File: config.mk
export PLATFORM = sky130hd
export DESIGN_NAME = unsigned_multiplier
export DESIGN_NICKNAME = d
export VERILOG_FILES = /design/src/rtl/mult_pkg.sv /design/src/rtl/mult_pp_row.sv /design/src/rtl/unsigned_multiplier.sv
export SDC_FILE = /design/constraint.sdc
export NUM_CORES = 1
export LEC_CHECK = 0
export ABC_AREA = 1
export CORE_MARGIN = 4
export CORE_UTILIZATION = 40
export DETAILED_ROUTE_END_ITERATION = 12
export GPL_ROUTABILITY_DRIVEN = 0
export PLACE_DENSITY = 0.72
export SETUP_SLACK_MARGIN = 0.02
export SLEW_MARGIN = 20
export SYNTH_ARGS = -nofsm -noshare
export SYNTH_HDL_FRONTEND = slang
export SYNTH_HIERARCHICAL = 1
export SYNTH_SLANG_ARGS = --single-unit
File: constraint.sdc
create_clock -name clk -period 12.4 [get_ports clk]
set_clock_uncertainty 0.05 [all_clocks]
set_input_delay 1.86 -clock clk [delete_from_list [all_inputs] [get_ports clk]]
set_output_delay 1.86 -clock clk [all_outputs]
set_load 0.02 [all_outputs]
File: src/rtl/mult_pkg.sv
// Shared constants, types and helpers for the partial-product array multiplier.
// Signed (Baugh-Wooley) mode is selected by defining UNSIGNED_MULTIPLIER_SIGNED_EN.
package mult_pkg;

  localparam int unsigned DEFAULT_INPUT_WIDTH = 4;
  localparam int unsigned PROD_W = 2 * DEFAULT_INPUT_WIDTH;

  typedef logic [DEFAULT_INPUT_WIDTH-1:0] pp_row_t;
  typedef logic [PROD_W-1:0]              prod_t;

  function automatic int unsigned clog2(input int unsigned value);
    int unsigned result;
    result = 0;
    while ((32'd1 << result) < value) begin
      result = result + 1;
    end
    return result;
  endfunction

endpackage

File: src/rtl/mult_pp_row.sv
// One array row: ripple-carry adds a partial-product row to the shifted running sum.
module mult_pp_row #(
  parameter int unsigned width = 4
) (
  input  logic [width-1:0] acc,
  input  logic [width-1:0] pp,
  output logic [width-1:0] sum,
  output logic             carry
);

  logic [width:0] chain;

  assign chain[0] = 1'b0;

  for (genvar j = 0; j < width; j++) begin : g_fa
    assign sum[j]     = acc[j] ^ pp[j] ^ chain[j];
    assign chain[j+1] = (acc[j] & pp[j]) | (acc[j] & chain[j]) | (pp[j] & chain[j]);
  end

  assign carry = chain[width];

endmodule

File: src/rtl/unsigned_multiplier.sv
// Registered full-precision array multiplier, one cycle latency, one product per cycle.
// Define UNSIGNED_MULTIPLIER_SIGNED_EN for two's complement operands (Baugh-Wooley).
module unsigned_multiplier
  import mult_pkg::*;
#(
  parameter int unsigned input_width = DEFAULT_INPUT_WIDTH
) (
  input  logic                       clk,
  input  logic                       rst,
  input  logic [input_width-1:0]     a,
  input  logic [input_width-1:0]     b,
  output logic [2*input_width-1:0]   y
);

  localparam int unsigned PROD_W = 2 * input_width;

  logic [input_width-1:0] pp [input_width];
  logic [input_width-1:0] row_sum [input_width];
  logic [input_width-1:0] row_carry;
  logic [PROD_W-1:0]      prod;
  logic                   msb_corr;

  always_comb begin
    for (int unsigned i = 0; i < input_width; i++) begin
      for (int unsigned j = 0; j < input_width; j++) begin
        pp[i][j] = a[j] & b[i];
`ifdef UNSIGNED_MULTIPLIER_SIGNED_EN
        // Cross terms involving exactly one sign bit carry negative weight.
        if ((i == input_width - 1) != (j == input_width - 1)) begin
          pp[i][j] = ~pp[i][j];
        end
`endif
      end
    end
  end

  // Baugh-Wooley correction: +2^n enters as the first row's carry, +2^(2n-1) flips the MSB.
`ifdef UNSIGNED_MULTIPLIER_SIGNED_EN
  assign row_carry[0] = 1'b1;
  assign msb_corr     = 1'b1;
`else
  assign row_carry[0] = 1'b0;
  assign msb_corr     = 1'b0;
`endif

  assign row_sum[0] = pp[0];

  for (genvar i = 1; i < input_width; i++) begin : g_row
    mult_pp_row #(
      .width(input_width)
    ) u_row (
      .acc  ({row_carry[i-1], row_sum[i-1][input_width-1:1]}),
      .pp   (pp[i]),
      .sum  (row_sum[i]),
      .carry(row_carry[i])
    );
  end

  always_comb begin
    prod = '0;
    for (int unsigned i = 0; i < input_width; i++) begin
      prod[i] = row_sum[i][0];
    end
    prod[PROD_W-1:input_width] = {row_carry[input_width-1] ^ msb_corr,
                                  row_sum[input_width-1][input_width-1:1]};
  end

  always_ff @(posedge clk) begin
    if (rst) begin
      y <= '0;
    end else begin
      y <= prod;
    end
  end

endmodule

==> flow_summary_export.csv, run 1 <==
group,metric,value,unit
status,status,"complete, no violations",
floorplanning,row_count,13,
global_routing,grt_pass1_wl,1610,µm
pwr,powerDensity,99.4,mW/mm²
drt,drt_first_pass_iters,2,
logic_synthesis,yosysTopAreaCellShare,0.290,
setup_path,path_class,"in2reg",
global_routing,antenna_found_initial,0,
global_routing,grt_max_degree,9,
logic_synthesis,synth_top_area_cell,"fa_1",
floorplanning,die_area,0.00225,mm²
drt,drcViolationCount,0,
setup_path,worstPathRequired,12.53,ns
sta,drv_slew,0,
sta,max_freq,0.175,GHz
logic_synthesis,ys_ff_latch,8,
global_routing,grt.total_usage,0.103,
sta,hold_viol,0,
clocking,cts_made_buffers,3,
pwr,p_leak,0.506,nW
floorplanning,io_pins,18,
logic_synthesis,syn_area,622,µm²
drt,ant_nets,0,
floorplanning,core_area,0.00138,mm²
clocking,post_cts_buffers,0,
logic_synthesis,synth_cells,83,
logic_synthesis,syn-num-nets,105,
logic_synthesis,synth.area.top_cells,"fa_1 (29%), dfxtp_1 (26%), inv_1 (22%)",
clocking,cts_resized,0,
drt,routed_wl,909,µm
setup_path,crit_path_max_fanout,4,
sta,post-route-min-period,5.72,ns
layout,drive_gt1_frac,0.0294,
logic_synthesis,ys.warnings.count,6,
logic_synthesis,ys_seq_area_frac,0.258,
floorplanning,dieWidth,47.4,µm
drt,drtIter0Drc,3,
layout,largest_reg_flops,8,
drt,route.vias.total,466,
placed_design,port_buffers,17,
pwr,peakVddDrop,0.0324,mV
clocking,cts-root-buf,"clkbuf_4",
layout,finalNetCount,126,
layout,regMostFlops,"y",
sta,final.period_utilization,0.462,
floorplanning,initial_core_util,0.450,
layout,fillCellCount,134,
clocking,htreeDepth,1,
clocking,clockBufferDepth,2,
job,max_cap_violations,0,
clocking,cts_tree,"built",
sta,rsz0062_at_grt,"no",
global_routing,overflow,0,
clocking,clkTransAtPathRegs,0.05,ns
setup_path,endpoint_kind,"flop",
setup_path,arrival,5.85,ns
sta,tns,0,ns
drt,wire_per_inst,7.77,µm
clocking,cts.sinks,8,
sta,hold_slack,2.19,ns
placed_design,dp_hpwl,875,µm
layout,largestRegisters,"y (8)",
drt,via_per_inst,3.98,
layout,n_antenna_cell,0,
min_path,hold_path.class,"in2reg",
clocking,hold_buffers,0,
global_routing,grt_pass1_vias,454,
setup_path,crit_path_start_kind,"input pin",
logic_synthesis,avgSynthCellArea,7.49,µm²
floorplanning,die_h,47.4,µm
logic_synthesis,yosysUniqueCellTypes,8,
layout,synthToLayoutAreaGrowth,32.2,%
sta,finalSetupViolCount,0,
synth_stat cells, drive strengths merged:
cell and n:
nand2 16, buf 1, ha 3, fa 9, dfxtp 8, inv 37
nor2 8, conb 1
worst paths after layout:
check  start         endpoint  slack (ns)  cells past startpoint
max     b[1]  y[6]$_SDFF_PP0_        6.68                     17
min     a[0]  y[0]$_SDFF_PP0_        2.19                      3
power breakdown:
group	switching (mW)	internal [mW]	total (mW)	leakage [nW]
sequential	0.000763	0.0295	0.0302	0.0662
combinational	0.0175	0.0161	0.0336	0.426
clock	0.00695	0.0109	0.0179	0.0138
total	0.0252	0.0565	0.0817	0.506
metrics by stage:
stage,utilization,instance area (µm²),power (mW),worst slack [ns],std cells
3_3_place_gp,0.578,800,0.0636,6.48,114
6_report,0.595,822,0.0817,6.68,117
5_1_grt,0.595,822,0.0893,6.46,117
3_5_place_dp,0.578,800,0.0653,6.40,114
4_1_cts,0.595,822,0.0838,6.65,117
2_1_floorplan,-,622,0.0510,7.09,83
cells by family after synthesis:
group | after synthesis | share of synthesized area
buffers and inverters | 38 | 0.241
AND/OR/NAND/NOR | 24 | 0.145
other | 1 | 0.00603
adder cells (fa/ha/maj) | 12 | 0.350
flip-flops | 8 | 0.258
cell usage in the layout, fill, tap and decap left out:
master / netlist / final
inv_1: 37 / 37
clkdlybuf4s50_1: 0 / 17
nand2_1: 16 / 16
fa_1: 9 / 9
nor2_1: 8 / 8
dfxtp_1: 8 / 8
clkbuf_4: 0 / 3
ha_1: 3 / 3
conb_1: 1 / 1
final cells by class:
cell class	instances	area, µm²	area share
clock buffers	3	22.5	0.0274
inverters	37	139	0.169
multi-input cells	37	312	0.379
flip-flops and latches	8	160	0.195
well taps	15	18.8	0.0228
repair buffers	17	170	0.207
critical path, cell delays in order:
cell,delay [ns]
clkdlybuf4s50_1,0.47
nand2_1,0.09
inv_1,0.04
ha_1,0.20
fa_1,0.38
fa_1,0.37
inv_1,0.07
fa_1,0.41
inv_1,0.09
fa_1,0.45
fa_1,0.42
fa_1,0.37
inv_1,0.07
fa_1,0.41
inv_1,0.07
inv_1,0.03
nor2_1,0.07
routing by layer:
metal	routed length (µm)	GRT usage	up-vias
met5	0	0	-
met4	0	0.0663	0
met3	64	0.0113	0
met2	516	0.206	12
met1	327	0.0953	204
li1	-	-	250
Power figures use the tool's default switching activity.
==> run 2: changes to the inputs <==
==> constraint.sdc (replaced) <==
create_clock -name clk -period 5.6 [get_ports clk]
set_clock_uncertainty 0.05 [all_clocks]
set_input_delay 0.84 -clock clk [delete_from_list [all_inputs] [get_ports clk]]
set_output_delay 0.84 -clock clk [all_outputs]
set_load 0.02 [all_outputs]
==> run 2 against run 1 <==
  * Sequential power rose by 120%
  * Design area did not move
  * Core utilization did not move
  * Combinational power rose by 120%
  * Non-clock buffer count did not move
  * Total power rose by 120%
  * Global-route usage rose by 0.65 points
  * Wire length rose by 8.7%
  * Sequential share of layout area did not move
==> flow_summary_export.csv, run 2 (synthesis gave the netlist of run 1 again) <==
group,metric,value,unit
clocking,cts_tree,"built",
clocking,cts-root-buf,"clkbuf_4",
layout,regArea,160,µm²
global_routing,grt_pass1_vias,432,
layout,largest_reg_flops,8,
min_path,hold_path.class,"in2reg",
sta,max_freq,0.211,GHz
pwr,power.internal,0.125,mW
status,status,"complete, no violations",
pwr,p_leak,0.506,nW
clocking,clkTransAtPathRegs,0.05,ns
job,max_cap_violations,0,
drt,route.vias.total,461,
global_routing,antenna_found_initial,0,
floorplanning,die_area,0.00225,mm²
clocking,htreeDepth,1,
drt,ant_nets,0,
layout,final_cell_mix,"inv_1 (37), clkdlybuf4s50_1 (17), nand2_1 (16)",
floorplanning,io_pins,18,
clocking,cts_resized,0,
pwr,comb_power_share,0.408,
pwr,switching_share,0.313,
layout,synthToLayoutAreaGrowth,32.2,%
floorplanning,die_h,47.4,µm
clocking,hold_buffers,0,
sta,fin_ws,0.872,ns
floorplanning,row_count,13,
setup_path,crit_path_max_fanout,4,
sta,hold_viol,0,
global_routing,overflow,0,
placed_design,dp_slack,0.557,ns
setup_path,worstPathRequired,5.73,ns
setup_path,crit_path_start_kind,"input pin",
placed_design,dp.cells,114,
drt,drcViolationCount,0,
min_path,min_path_cells,3,
min_path,worst_hold_path.endpoint,"y[0]$_SDFF_PP0_",
floorplanning,core_area,0.00138,mm²
pwr,p_total,0.181,mW
layout,fillCellCount,134,
layout,final_common_cell,"inv_1",
floorplanning,dieWidth,47.4,µm
drt,routed_wl,988,µm
clocking,clockBufferDepth,2,
pwr,clockPowerShare,0.224,
min_path,worstHoldStart,"b[0]",
setup_path,path_class,"in2reg",
placed_design,dp_hpwl,951,µm
pwr,peakVddDrop,0.0691,mV
sta,rsz0062_at_grt,"no",
sta,post-route-min-period,4.73,ns
layout,drive_gt1_frac,0.0294,
sta,drv_slew,0,
layout,multi_input_area,312,µm²
placed_design,port_buffers,17,
pwr,powerDensity,221,mW/mm²
layout,largestRegisters,"y (8)",
layout,n_antenna_cell,0,
sta,final.period_utilization,0.844,
global_routing,grt_pass1_wl,1640,µm
floorplanning,initial_core_util,0.450,
clocking,cts.sinks,8,
layout,finalNetCount,126,
setup_path,arrival,4.86,ns
drt,wire_per_inst,8.44,µm
pwr,p_seq_frac,0.368,
pwr,p_switching,0.0568,mW
drt,via_per_inst,3.94,
global_routing,grt.total_usage,0.109,
sta,finalSetupViolCount,0,
setup_path,endpoint_kind,"flop",
sta,tns,0,ns
layout,regMostFlops,"y",
drt,drtIter0Drc,4,
global_routing,grt_max_degree,9,
clocking,cts_made_buffers,3,
sta,hold_slack,1.19,ns
drt,drt_first_pass_iters,3,
layout,layoutNonFillerInstCount,117,
clocking,post_cts_buffers,0,
run 2: cell counts in the layout (fill, tap and decap cells not counted):
No cell type changed its count.
run 2: metal layers:
metal / GRT usage / vias to the layer above / share of wire
met5: 0 / - / 0
met4: 0.0663 / 0 / 0
met3: 0.0113 / 0 / 0.063
met2: 0.217 / 12 / 0.57
met1: 0.105 / 197 / 0.37
li1: - / 252 / -
run 2: power by group through the flow:
stage | combinational (mW) | clock (mW) | sequential (mW)
floorplan | 0.0341 | 0 | 0.0789
global placement | 0.0732 | 0 | 0.0679
detailed placement | 0.0761 | 0 | 0.0680
CTS | 0.0760 | 0.0422 | 0.0669
global route | 0.0867 | 0.0436 | 0.0675
finish | 0.0741 | 0.0406 | 0.0668
run 2: worst max-delay path by stage:
stage,start,to,cells after the start
after CTS,a[0],y[6]$_SDFF_PP0_,15
after global placement,a[0],y[6]$_SDFF_PP0_,15
final,a[0],y[6]$_SDFF_PP0_,15
after detailed placement,a[0],y[6]$_SDFF_PP0_,15
after floorplan,b[1],y[6]$_SDFF_PP0_,16
after global routing,a[0],y[6]$_SDFF_PP0_,15
run 2: per-stage QoR:
stage / instance area, µm² / util
detailed placement: 800 / 0.578
CTS: 822 / 0.595
global placement: 800 / 0.578
finish: 822 / 0.595
global route: 822 / 0.595
floorplan: 622 / -
run 2: area by class of cell:
cell class                      count  area share
Timing Repair Buffer               17       0.207
Inverter                           37       0.169
Clock buffer                        3      0.0274
Sequential cell                     8       0.195
Multi-Input combinational cell     37       0.379
Tap cell                           15      0.0228
run 2: critical path: stages:
cell             delay [ns]
clkdlybuf4s50_1        0.47
nand2_1                0.09
inv_1                  0.04
ha_1                   0.19
fa_1                   0.39
fa_1                   0.50
fa_1                   0.44
fa_1                   0.47
fa_1                   0.42
fa_1                   0.37
inv_1                  0.07
fa_1                   0.40
inv_1                  0.06
inv_1                  0.04
nor2_1                 0.07
==> run 3: changes to the inputs <==
--- a/config.mk
+++ b/config.mk
@@ -10,7 +10,7 @@
 export CORE_UTILIZATION = 40
 export DETAILED_ROUTE_END_ITERATION = 12
 export GPL_ROUTABILITY_DRIVEN = 0
-export PLACE_DENSITY = 0.72
+export PLACE_DENSITY = 0.75
 export SETUP_SLACK_MARGIN = 0.02
 export SLEW_MARGIN = 20
 export SYNTH_ARGS = -nofsm -noshare
==> constraint.sdc (replaced) <==
create_clock -name clk -period 4.2 [get_ports clk]
set_clock_uncertainty 0.05 [all_clocks]
set_input_delay 0.63 -clock clk [delete_from_list [all_inputs] [get_ports clk]]
set_output_delay 0.63 -clock clk [all_outputs]
set_load 0.02 [all_outputs]
==> run 3 against run 2 <==
  * Wire length rose by 11%
  * Design area rose by 6.1%
  * Core utilization rose by 3.6 points
  * Clock power up 37%
  * Critical path depth increased by 2
  * Non-clock buffer count increased by 7
  * Sequential share of layout area is 1.1 points lower
  * Flip-flop and latch count unchanged
  * Critical endpoint unchanged
  * Sequential power up 34%
  * Clock-buffer cell count unchanged
  * Final cell count grew 6.0%
==> flow_summary_export.csv, run 3 (synthesis gave the netlist of run 1 again) <==
group,metric,value,unit
sta,max_freq,0.252,GHz
layout,largest_reg_flops,8,
job,max_cap_violations,0,
drt,via_per_inst,4.24,
drt,drcViolationCount,0,
drt,ant_nets,0,
sta,drv_slew,0,
global_routing,grt_max_degree,9,
global_routing,grt_pass1_wl,1870,µm
setup_path,path_cells,"clkbuf_2, nand2_1, inv_1, ha_2, fa_2, fa_2, inv_2, fa_1, inv_2, fa_1, fa_2, fa_2, inv_2, fa_1, inv_1, inv_1, nor2_1",
clocking,cts_tree,"built",
clocking,htreeDepth,1,
floorplanning,row_count,13,
clocking,cts_made_buffers,3,
layout,synthToLayoutAreaGrowth,40.2,%
drt,dr.max_layer_used,"met4",
layout,drive_gt1_frac,0.211,
layout,final_common_cell,"inv_1",
layout,largestRegisters,"y (8)",
global_routing,grt_pass1_vias,526,
pwr,p_total,0.251,mW
layout,finalNetCount,133,
clocking,cts-root-buf,"clkbuf_4",
layout,utilization,0.631,
min_path,min_path_cells,4,
drt,wire_per_inst,8.87,µm
sta,rsz0062_at_grt,"no",
setup_path,cp_common_cell,"fa_2",
min_path,hold_path.class,"in2reg",
sta,tns,0,ns
clocking,clkTransAtPathRegs,0.05,ns
floorplanning,die_area,0.00225,mm²
setup_path,worstPathRequired,4.34,ns
layout,final_area,872,µm²
drt,route.vias.total,526,
drt,drt_first_pass_iters,4,
layout,final_cell_mix,"inv_1 (34), nand2_1 (16), clkdlybuf4s50_1 (12)",
drt,drtIter0Drc,2,
floorplanning,die_h,47.4,µm
setup_path,arrival,4.10,ns
setup_path,slowest_stage,"fa_1",
placed_design,dp_hpwl,1020,µm
drt,wl_met2,627,µm
min_path,worst_hold_path.endpoint,"y[0]$_SDFF_PP0_",
drt,wl_met1,388,µm
global_routing,antenna_found_initial,0,
setup_path,endpoint_kind,"flop",
sta,hold_viol,0,
drt,wl_met3,70,µm
setup_path,slowest_delay,0.45,ns
sta,final.period_utilization,0.944,
status,status,"complete, no violations",
layout,regMostFlops,"y",
drt,routed_wl,1100,µm
global_routing,grt.total_usage,0.118,
placed_design,port_buffers,17,
placed_design,place_area,852,µm²
floorplanning,initial_core_util,0.450,
floorplanning,io_pins,18,
pwr,p_leak,0.538,nW
sta,finalSetupViolCount,0,
global_routing,overflow,0,
sta,post-route-min-period,3.96,ns
pwr,peakVddDrop,0.0938,mV
sta,hold_slack,0.686,ns
clocking,clockBufferDepth,2,
clocking,cts.sinks,8,
setup_path,path_class,"in2reg",
floorplanning,dieWidth,47.4,µm
layout,n_antenna_cell,0,
floorplanning,core_area,0.00138,mm²
min_path,worstHoldStart,"b[0]",
setup_path,crit_path_max_fanout,3,
pwr,powerDensity,288,mW/mm²
setup_path,crit_path_start_kind,"input pin",
[run 3: per-layer routing]
metal	vias to the layer above	track usage
met5	-	0
met4	0	0.0497
met3	2	0.0113
met2	14	0.249
met1	246	0.110
li1	264	-
[run 3: per-stage QoR]
stage	setup WS (ns)	instances
global route	0.0856	124
finish	0.237	124
detailed placement	-0.580	121
CTS	0.0290	124
global placement	-0.425	121
floorplan	0.121	83
[run 3: where the power goes]
group | internal, mW | total, mW | switching [mW] | leakage, nW
sequential | 0.0870 | 0.0894 | 0.00239 | 0.0662
clock | 0.0325 | 0.0557 | 0.0232 | 0.0138
combinational | 0.0511 | 0.106 | 0.0550 | 0.458
[run 3: worst max-delay path by stage]
stage / start / end
after floorplan: b[1] / y[6]$_SDFF_PP0_
after global placement: b[0] / y[6]$_SDFF_PP0_
after detailed placement: b[1] / y[6]$_SDFF_PP0_
after CTS: b[1] / y[6]$_SDFF_PP0_
after global routing: b[0] / y[6]$_SDFF_PP0_
final: b[0] / y[6]$_SDFF_PP0_
[run 3: critical path, delay by kind of cell]
kind / cells / cell delay [ns]
buf+inv: 7 / 0.45
simple gates: 2 / 0.13
fa+ha+maj: 8 / 2.89
[run 3: layout make-up]
type	instances	area (µm²)
Clock buffer	3	22.5
Tap cell	15	18.8
Inverter	37	139
Multi-Input combinational cell	37	327
Timing Repair Buffer	24	205
Sequential cell	8	160
Fill cell	140	510
[run 3: what timing repair did]
item | 4_1_cts | 5_1_grt
pin swaps | 5 | 11
buffers inserted | 0 | 0
endpoints found under the setup margin | 2 | 1
resized for setup | 10 | 12
hold buffers | 0 | 0
==> RTL change, RTL diff (settings of run 3) <==
Make the reset (`rst`) asynchronous in one clocked block.
--- a/src/rtl/unsigned_multiplier.sv
+++ b/src/rtl/unsigned_multiplier.sv
@@ -65,7 +65,7 @@
                                   row_sum[input_width-1][input_width-1:1]};
   end
 
-  always_ff @(posedge clk) begin
+  always_ff @(posedge clk or posedge rst) begin
     if (rst) begin
       y <= '0;
     end else begin
Function: differs if rst is asserted again (counterexample within 4 cycles, from zero or initial values and one cycle with rst high); with rst held inactive, the same outputs for 10 cycles.
==> RTL change against run 3 <==
Worst hold slack worse by 110 ps; critical path depth decreased by 2; power increased by 9.0%; final area increased by 0.29%; setup slack better by 4.9 ps; sequential cell count stayed put; via count fell by 15%; first-iteration DRC count shrank 50%; count of clock-buffer cells in the layout did not move; wire length shrank 2.5%; synthesized area is 3.2% lower; critical path type unchanged; highest routed layer is now met3.
==> RTL change: results (changes against run 3) <==
Global route
  • Vias in the first global route: 438 (-17%)
  • Tot GR Track Use: 11.8% (-0.041 points)
  • First-pass GRT wire length: 1750 um (-6.3%)

Drt
  • Vias: 449 (-15%)
  • Drt total wl: 1070 um (-2.5%)
  • TritonRoute pass-1 iters: 5 (+1)
  • First DRT Iteration DRCs: 1 (-1)

Logic synthesis
  • Commonest cells post-synth: inv_1 (32), nand2_1 (16), fa_1 (9)
  • Top post-synthesis cells by area: dfrtp_1 (33%), fa_1 (30%), inv_1 (20%)
  • Share of flip-flops with an asynchronous set or reset after synthesis: 100% (+100 points)
  • Synth cell types: 6 (-2)
  • Primary FF master, synth: dfrtp_1
  • Post-Syn Nets: 91 (-13%)
  • Seq/Total Area, Yosys: 33.3% (+7.5 points)

Critical path
  • Launch point of the critical path: b[1]
  • Critical Path AT: 4090 ps (about the same)
  • Largest stage delay, worst path: 430 ps (-20 ps)

Finish
  • Fill count: 118 (-16%)
  • Layout cells sized above 1: 16.7% (-4.4 points)

Run status
  • Outcome: finished, final reports clean

Placed design
  • Post-DP HPWL: 978 um (-4.2%)

Pwr
  • Static Leak: 0.546 nW (+1.5%)
  • Worst vdd ir: 0.111 mV (+19%)

Worst hold path
  • Worst Hold Class: input pin to asynchronous set/reset pin

Clock tree
  • Htree depth: 1 (unchanged)
## RTL change: metal layers
layer,GRT usage [%],routed length (um)
met4,6.63,0
met3,1.15,93
met2,21.7,586
met1,13.0,392
met5,0,0
## RTL change: kinds of logic (layout without fill, tap and decap cells)
| family | count (synthesis) | count (layout) | synth area share (%) |
|---|---|---|---|
| other | 1 | 1 | 0.623 |
| flip-flops | 8 | 8 | 33.3 |
| AND/OR/NAND/NOR | 16 | 16 | 9.98 |
| buffers and inverters | 32 | 59 | 20.0 |
| adder cells (fa/ha/maj) | 12 | 12 | 36.2 |
## RTL change: through the flow
stage,instances,setup WS [ps],instance area (um^2)
4_1_cts,111,42.7,872
3_5_place_dp,108,-420,843
6_report,111,242,875
3_3_place_gp,108,-337,843
2_1_floorplan,69,211,602
5_1_grt,111,93.2,875
## RTL change: layout make-up
class                      instances  area share (%)
inverter                          32            13.7
clock buffer                       3            2.58
multi-input combinational         29            33.3
timing repair buffer              24            25.3
sequential                         8            22.9
tap                               15            2.15
## RTL change: path summary, 6_finish.rpt
kind | depth (start not counted) | endpoint | slack [ps]
hold / removal | 2 | y[1]$_DFF_PP0_ | 570
setup / recovery | 15 | y[6]$_DFF_PP0_ | 240
max in group asynchronous | 2 | y[4]$_DFF_PP0_ | 3310
min in group clk | 4 | y[0]$_DFF_PP0_ | 690
## RTL change: where the power goes
group / internal (W) / total [W] / switching (W)
combinational: 0.0000595 / 0.000121 / 0.0000610
sequential: 0.0000949 / 0.0000989 / 0.00000398
clock: 0.0000324 / 0.0000543 / 0.0000219
## RTL change: what timing repair did
item                       in CTS  in global routing
setup endpoints to repair       1                  1
pin swaps                       4                  2
resized for setup               8                  2
gates cloned                    0                  0
